===== src/rtl/fma_norm_shift.sv =====
// fma_norm_shift: multi-cycle normalization left shifter between the FMA sum
// datapath and the rounding stage. Shifts by at most STEP bit positions per
// cycle. Results are handed over through a valid/ready handshake.

module fma_norm_shift #(
  parameter int NE     = 8,
  parameter int NF     = 23,
  parameter int FMALEN = 3*NF+6,
  parameter int STEP   = 16
) (
  input  logic                         clk,
  input  logic                         reset,
  input  logic                         Flush,
  input  logic                         InValid,
  output logic                         InReady,
  input  logic [FMALEN-1:0]            Sm,
  input  logic [NE+1:0]                Se,
  input  logic                         Ss,
  input  logic                         ASticky,
  input  logic [$clog2(FMALEN+1)-1:0]  SCnt,
  output logic                         OutValid,
  input  logic                         OutReady,
  output logic [FMALEN-1:0]            Mf,
  output logic [NE+1:0]                Me,
  output logic                         Ms,
  output logic                         Sticky,
  output logic                         SumZero
);

  localparam int CW = $clog2(FMALEN+1);
  localparam logic [CW-1:0] LEN_C  = CW'(FMALEN);
  localparam logic [CW-1:0] STEP_C = CW'(STEP);

  typedef enum logic [1:0] {
    ST_IDLE  = 2'd0,
    ST_SHIFT = 2'd1,
    ST_DONE  = 2'd2
  } state_t;

  // Counts larger than the significand width shift everything out anyway.
  function automatic logic [CW-1:0] clamp_cnt(input logic [CW-1:0] cnt);
    return (cnt > LEN_C) ? LEN_C : cnt;
  endfunction

  // Distance covered in one shift cycle.
  function automatic logic [CW-1:0] step_of(input logic [CW-1:0] rem);
    return (rem > STEP_C) ? STEP_C : rem;
  endfunction

  state_t              state_r;
  state_t              state_nx_s;
  logic                in_ready_r;
  logic                out_valid_r;
  logic [FMALEN-1:0]   mf_r;
  logic [NE+1:0]       me_r;
  logic                ms_r;
  logic                sticky_r;
  logic                sum_zero_r;
  logic [CW-1:0]       rem_r;

  logic                accept_s;
  logic                sum_zero_s;
  logic [CW-1:0]       cap_rem_s;
  logic [NE+1:0]       cap_me_s;
  logic [CW-1:0]       shift_k_s;
  logic [CW-1:0]       rem_next_s;
  logic [FMALEN-1:0]   mf_shift_s;

  // Operand capture values and the per-cycle shift step.
  always_comb begin
    accept_s   = InValid & in_ready_r;
    sum_zero_s = (Sm == {FMALEN{1'b0}});
    cap_rem_s  = clamp_cnt(SCnt);
    cap_me_s   = Se - (NE+2)'(cap_rem_s);
    shift_k_s  = step_of(rem_r);
    rem_next_s = rem_r - shift_k_s;
    mf_shift_s = mf_r << shift_k_s;
  end

  // Next-state decode; Flush overrides both capture and the output handshake.
  always_comb begin
    state_nx_s = state_r;
    if (Flush) begin
      state_nx_s = ST_IDLE;
    end else begin
      case (state_r)
        ST_IDLE: begin
          if (accept_s) begin
            if ((cap_rem_s == {CW{1'b0}}) || sum_zero_s) begin
              state_nx_s = ST_DONE;
            end else begin
              state_nx_s = ST_SHIFT;
            end
          end else begin
            state_nx_s = ST_IDLE;
          end
        end
        ST_SHIFT: begin
          if (rem_next_s == {CW{1'b0}}) begin
            state_nx_s = ST_DONE;
          end else begin
            state_nx_s = ST_SHIFT;
          end
        end
        ST_DONE: begin
          if (OutReady) begin
            state_nx_s = ST_IDLE;
          end else begin
            state_nx_s = ST_DONE;
          end
        end
        default: state_nx_s = ST_IDLE;
      endcase
    end
  end

  // Control state plus registered handshake flags that mirror the next state.
  always_ff @(posedge clk) begin
    if (!reset) begin
      state_r     <= ST_IDLE;
      in_ready_r  <= 1'b0;
      out_valid_r <= 1'b0;
    end else begin
      state_r     <= state_nx_s;
      in_ready_r  <= (state_nx_s == ST_IDLE);
      out_valid_r <= (state_nx_s == ST_DONE);
    end
  end

  // Datapath: load on accept, shift while in SHIFT, otherwise hold (incl. Flush).
  always_ff @(posedge clk) begin
    if (!reset) begin
      mf_r       <= {FMALEN{1'b0}};
      me_r       <= {(NE+2){1'b0}};
      ms_r       <= 1'b0;
      sticky_r   <= 1'b0;
      sum_zero_r <= 1'b0;
      rem_r      <= {CW{1'b0}};
    end else if (!Flush && (state_r == ST_IDLE) && accept_s) begin
      mf_r       <= Sm;
      me_r       <= cap_me_s;
      ms_r       <= Ss;
      sticky_r   <= ASticky;
      sum_zero_r <= sum_zero_s;
      rem_r      <= cap_rem_s;
    end else if (!Flush && (state_r == ST_SHIFT)) begin
      mf_r       <= mf_shift_s;
      rem_r      <= rem_next_s;
    end else begin
      mf_r       <= mf_r;
      rem_r      <= rem_r;
    end
  end

  assign InReady  = in_ready_r;
  assign OutValid = out_valid_r;
  assign Mf       = mf_r;
  assign Me       = me_r;
  assign Ms       = ms_r;
  assign Sticky   = sticky_r;
  assign SumZero  = sum_zero_r;

  fma_norm_shift_chk #(
    .FW (FMALEN),
    .EW (NE+2)
  ) u_chk (
    .clk      (clk),
    .reset    (reset),
    .Flush    (Flush),
    .InReady  (InReady),
    .OutValid (OutValid),
    .OutReady (OutReady),
    .Mf       (Mf),
    .Me       (Me),
    .Ms       (Ms),
    .Sticky   (Sticky),
    .SumZero  (SumZero)
  );

endmodule

// Protocol checker for fma_norm_shift: handshake exclusivity and result hold.
module fma_norm_shift_chk #(
  parameter int FW = 75,
  parameter int EW = 10
) (
  input logic          clk,
  input logic          reset,
  input logic          Flush,
  input logic          InReady,
  input logic          OutValid,
  input logic          OutReady,
  input logic [FW-1:0] Mf,
  input logic [EW-1:0] Me,
  input logic          Ms,
  input logic          Sticky,
  input logic          SumZero
);

  // The block is never ready for input and presenting a result at once.
  a_excl: assert property (@(posedge clk) disable iff (!reset)
    !(InReady && OutValid));

  // A stalled result stays valid and unchanged.
  a_hold: assert property (@(posedge clk) disable iff (!reset)
    (OutValid && !OutReady && !Flush) |=>
      (OutValid && $stable(Mf) && $stable(Me) && $stable(Ms) &&
       $stable(Sticky) && $stable(SumZero)));

endmodule


===== config.mk =====
export PLATFORM = sky130hd
export DESIGN_NAME = fma_norm_shift
export DESIGN_NICKNAME = d
export VERILOG_FILES = /design/src/rtl/fma_norm_shift.sv
export SDC_FILE = /design/constraint.sdc
export NUM_CORES = 1
export LEC_CHECK = 0
export BUFFER_PORTS_ARGS = -buffer_cell sky130_fd_sc_hd__buf_2
export CORE_MARGIN = 5
export CORE_UTILIZATION = 60
export DETAILED_ROUTE_END_ITERATION = 16
export PLACE_DENSITY = 0.87
export SETUP_SLACK_MARGIN = 0.02
export SLEW_MARGIN = 20
export SYNTH_ARGS = -nofsm -noshare
export SYNTH_HDL_FRONTEND = slang
export SYNTH_HIERARCHICAL = 1
export SYNTH_SLANG_ARGS = --single-unit

===== constraint.sdc =====
create_clock -name clk -period 5.3 [get_ports clk]
set_clock_uncertainty 0.1 [all_clocks]
set_input_delay 0.53 -clock clk [delete_from_list [all_inputs] [get_ports clk]]
set_output_delay 0.53 -clock clk [all_outputs]
set_load 0.02 [all_outputs]

==> reports/results.txt <==
status: finished clean
ANT nets after route: 0
prevailing post-synth register cell: dfxtp_1
post-synth top area share: 0.236
Placement Rows: 43
max-capacitance violation count: 0
die width: 128 µm
Worst Setup EP: Mf[43]$_SDFFE_PN0P_
critical path class: flop to flop
crit path cell chain: nor4b_4 -> buf_4 -> mux2i_1 -> mux2i_1 -> mux2i_1 -> nor3_1 -> o221a_2
first-pass GRT wire length: 51100 µm
CP Depth: 7
H-tree Lvls: 3
Design Area, Final: 9560 µm²
CTS tree: yes
Reg2Reg Setup Slack: 1.81 ns
worst-margin pin slew: 0.997 ns
Worst R2R End: Mf[43]$_SDFFE_PN0P_
EDFF count, synth: 0
hold bufs inserted after CTS: 0
#FFs+latches synth: 99
R2R cell count: 7
worst hold path class: primary input to flop
crit end category: flop
Starting Density: 0.609
post-CTS setup buffer count: 0
wire per inst: 23.7 µm
Root Driver: clkbuf_16
crit path from: rem_r[0]$_SDFFE_PN0P_
Final Wtd Congestion: 1.05
Die Ht: 128 µm
largest net degree at the start of global routing: 82
I/O Pins: 189
startpoint types: flop
CTS Buf Count: 9
Setup TNS: 0 ns
total core area: 13800 µm²
Largest stage delay, worst path: 0.76 ns
initial antenna violation count: 0
most frequent CP cell: mux2i_1
fin nets: 1337
most common cell in the synthesized netlist: mux2i_1
diode count: 0
CP top delay family: multiplexers
worst rel slew slack: 0.335
final WL: 33400 µm
total iterations of the first detailed-routing run: 9
Most Crowded Layer GR: met2
Distinct cells, synth: 71
clock latency at the later pin of the worst-skew pair: 0.37 ns
First DRT Iteration DRCs: 1836
Pleak: 3.95 nW
Synth Area per Inst: 7.59 µm²
post_cts resized: 0
dominant cell type by area after synthesis: dfxtp_1
post-DP HPWL: 23900 µm
drt via density: 7.09
Tcrit/Tclk final: 0.658
DRC violations left: 0
Tot GR Track Use: 0.388
pwr dens: 241 nW/µm²
share of cells above drive strength 1: 0.226
final count of hold timing violations: 0
Netlist Area Pre-Place: 8410 µm²
Synth Warn #: 6
GRT met1 Usage: 0.512
f_max: 287 MHz
final setup vio count: 0
CTS max path bufs: 2
ys async rst share: 0
grt met3 use: 0.0872
Worst path slowest cell: dfxtp_1
reg2reg start: rem_r[0]$_SDFFE_PN0P_
clock slew at reported path FFs: 0.07 ns
Area contributors post-synth: dfxtp_1 24%, mux2i_1 19%, o21ai_0 6.4%, nand2_1 5.9%, a21oi_1 5.4%
Total Power: 2.30 mW
CP arrival: 3.64 ns
RSZ-0062 raised after global routing: false
Mapped Cells: 1108
Tmin final: 3.49 ns
vias in the first global route: 9251
CP Max Fanout: 47
register area share after synthesis: 0.236
fill cell count: 1136
Peak supply drop: 0.170 mV
Post-DP Area: 9260 µm²
die area: 16500 µm²
total grt overflow: 0
Slew Viols, Final: 0
Sink Count: 99
number of port buffers: 188
vias: 10000
M2 GR Usage: 0.590
Synthesized Nets: 1217
top cells by count, synth: 157 x mux2i_1, 132 x nand2_1, 107 x o21ai_0, 100 x nor2_1, 99 x dfxtp_1
CP Buf/Inv Count: 1
CP Data Required Time: 5.46 ns
synth-to-layout area growth: 13.6%
sequential cells by signal, indices dropped and copies added, names as in the netlist, 2 cells and up:
register  cells
rem_r         7
Mf           75
Me           10
state_r       2
routing by layer:
metal	wire length, µm	up-vias	part of all wire
li1	-	4366	-
met1	12200	4498	0.37
met2	14300	945	0.43
met3	4770	197	0.14
met4	2110	0	0.063
met5	0	-	0
how the worst min path moves through the flow:
stage,to,cells after the start,slack (ns),start
detailed placement,Ms$_SDFFE_PN0P_,2,0.35,Ms$_SDFFE_PN0P_
finish,Ms$_SDFFE_PN0P_,3,0.30,Ss
global placement,Me[4]$_SDFFE_PN0P_,2,0.34,Me[4]$_SDFFE_PN0P_
global route,Ms$_SDFFE_PN0P_,3,0.31,Ss
CTS,Ms$_SDFFE_PN0P_,3,0.30,Ss
floorplan,Me[3]$_SDFFE_PN0P_,2,0.43,Me[3]$_SDFFE_PN0P_
where the power goes:
| group | switching [mW] | internal (mW) | leakage [nW] |
|---|---|---|---|
| clock network | 0.317 | 0.374 | 0.133 |
| logic | 0.488 | 0.258 | 3.00 |
| registers | 0.0716 | 0.790 | 0.809 |
tightest hold or removal path, delay by kind of cell:
kind / cells / cell delay, ns
buf+inv: 1 / 0.09
compound gates: 1 / 0.05
simple gates: 1 / 0.05
through the flow:
stage / cells / setup slack [ns] / utilization / hold WS (ns)
2_1_floorplan: 1108 / 2.60 / - / 0.430
3_3_place_gp: 1397 / 2.09 / 0.670 / 0.338
3_5_place_dp: 1397 / 2.01 / 0.670 / 0.346
4_1_cts: 1411 / 2.01 / 0.691 / 0.301
5_1_grt: 1411 / 1.76 / 0.691 / 0.310
6_report: 1411 / 1.81 / 0.691 / 0.302
cell type report:
class                      instances  area, µm²  area share
tap                              180        225      0.0236
clock inverter                     4       52.6     0.00550
clock buffer                      10        239      0.0250
sequential                        99       1980       0.207
timing repair buffer             206       1080       0.113
inverter                          11       41.3     0.00432
multi-input combinational        901       5940       0.622
cells by family after synthesis:
family / count (synthesis) / synth area share
mux: 183 / 0.223
buf+inv: 108 / 0.0645
simple gates: 349 / 0.189
xor+xnor: 7 / 0.00729
flops: 99 / 0.236
other cells: 2 / 0.000893
fa+ha+maj: 10 / 0.0158
compound gates: 350 / 0.264
layout by cell type, fill, tap and decap left out, drive strengths merged, types with 5 or more instances in the layout:
| cell | count |
|---|---|
| o22ai | 26 |
| buf | 206 |
| a221oi | 5 |
| dfxtp | 99 |
| nor2b | 8 |
| nand3 | 35 |
| o211ai | 18 |
| nor3 | 21 |
| mux2i | 157 |
| nor2 | 100 |
| a211oi | 12 |
| mux2 | 25 |
| clkbuf | 10 |
| o221a | 16 |
| o21a | 8 |
| o21ai | 110 |
| nand2 | 132 |
| nand4 | 6 |
| o221ai | 10 |
| nor4 | 20 |
| ha | 9 |
| a31oi | 12 |
| inv | 11 |
| a22oi | 5 |
| a21oi | 90 |
Note: power is estimated with default switching activity, not from simulation.
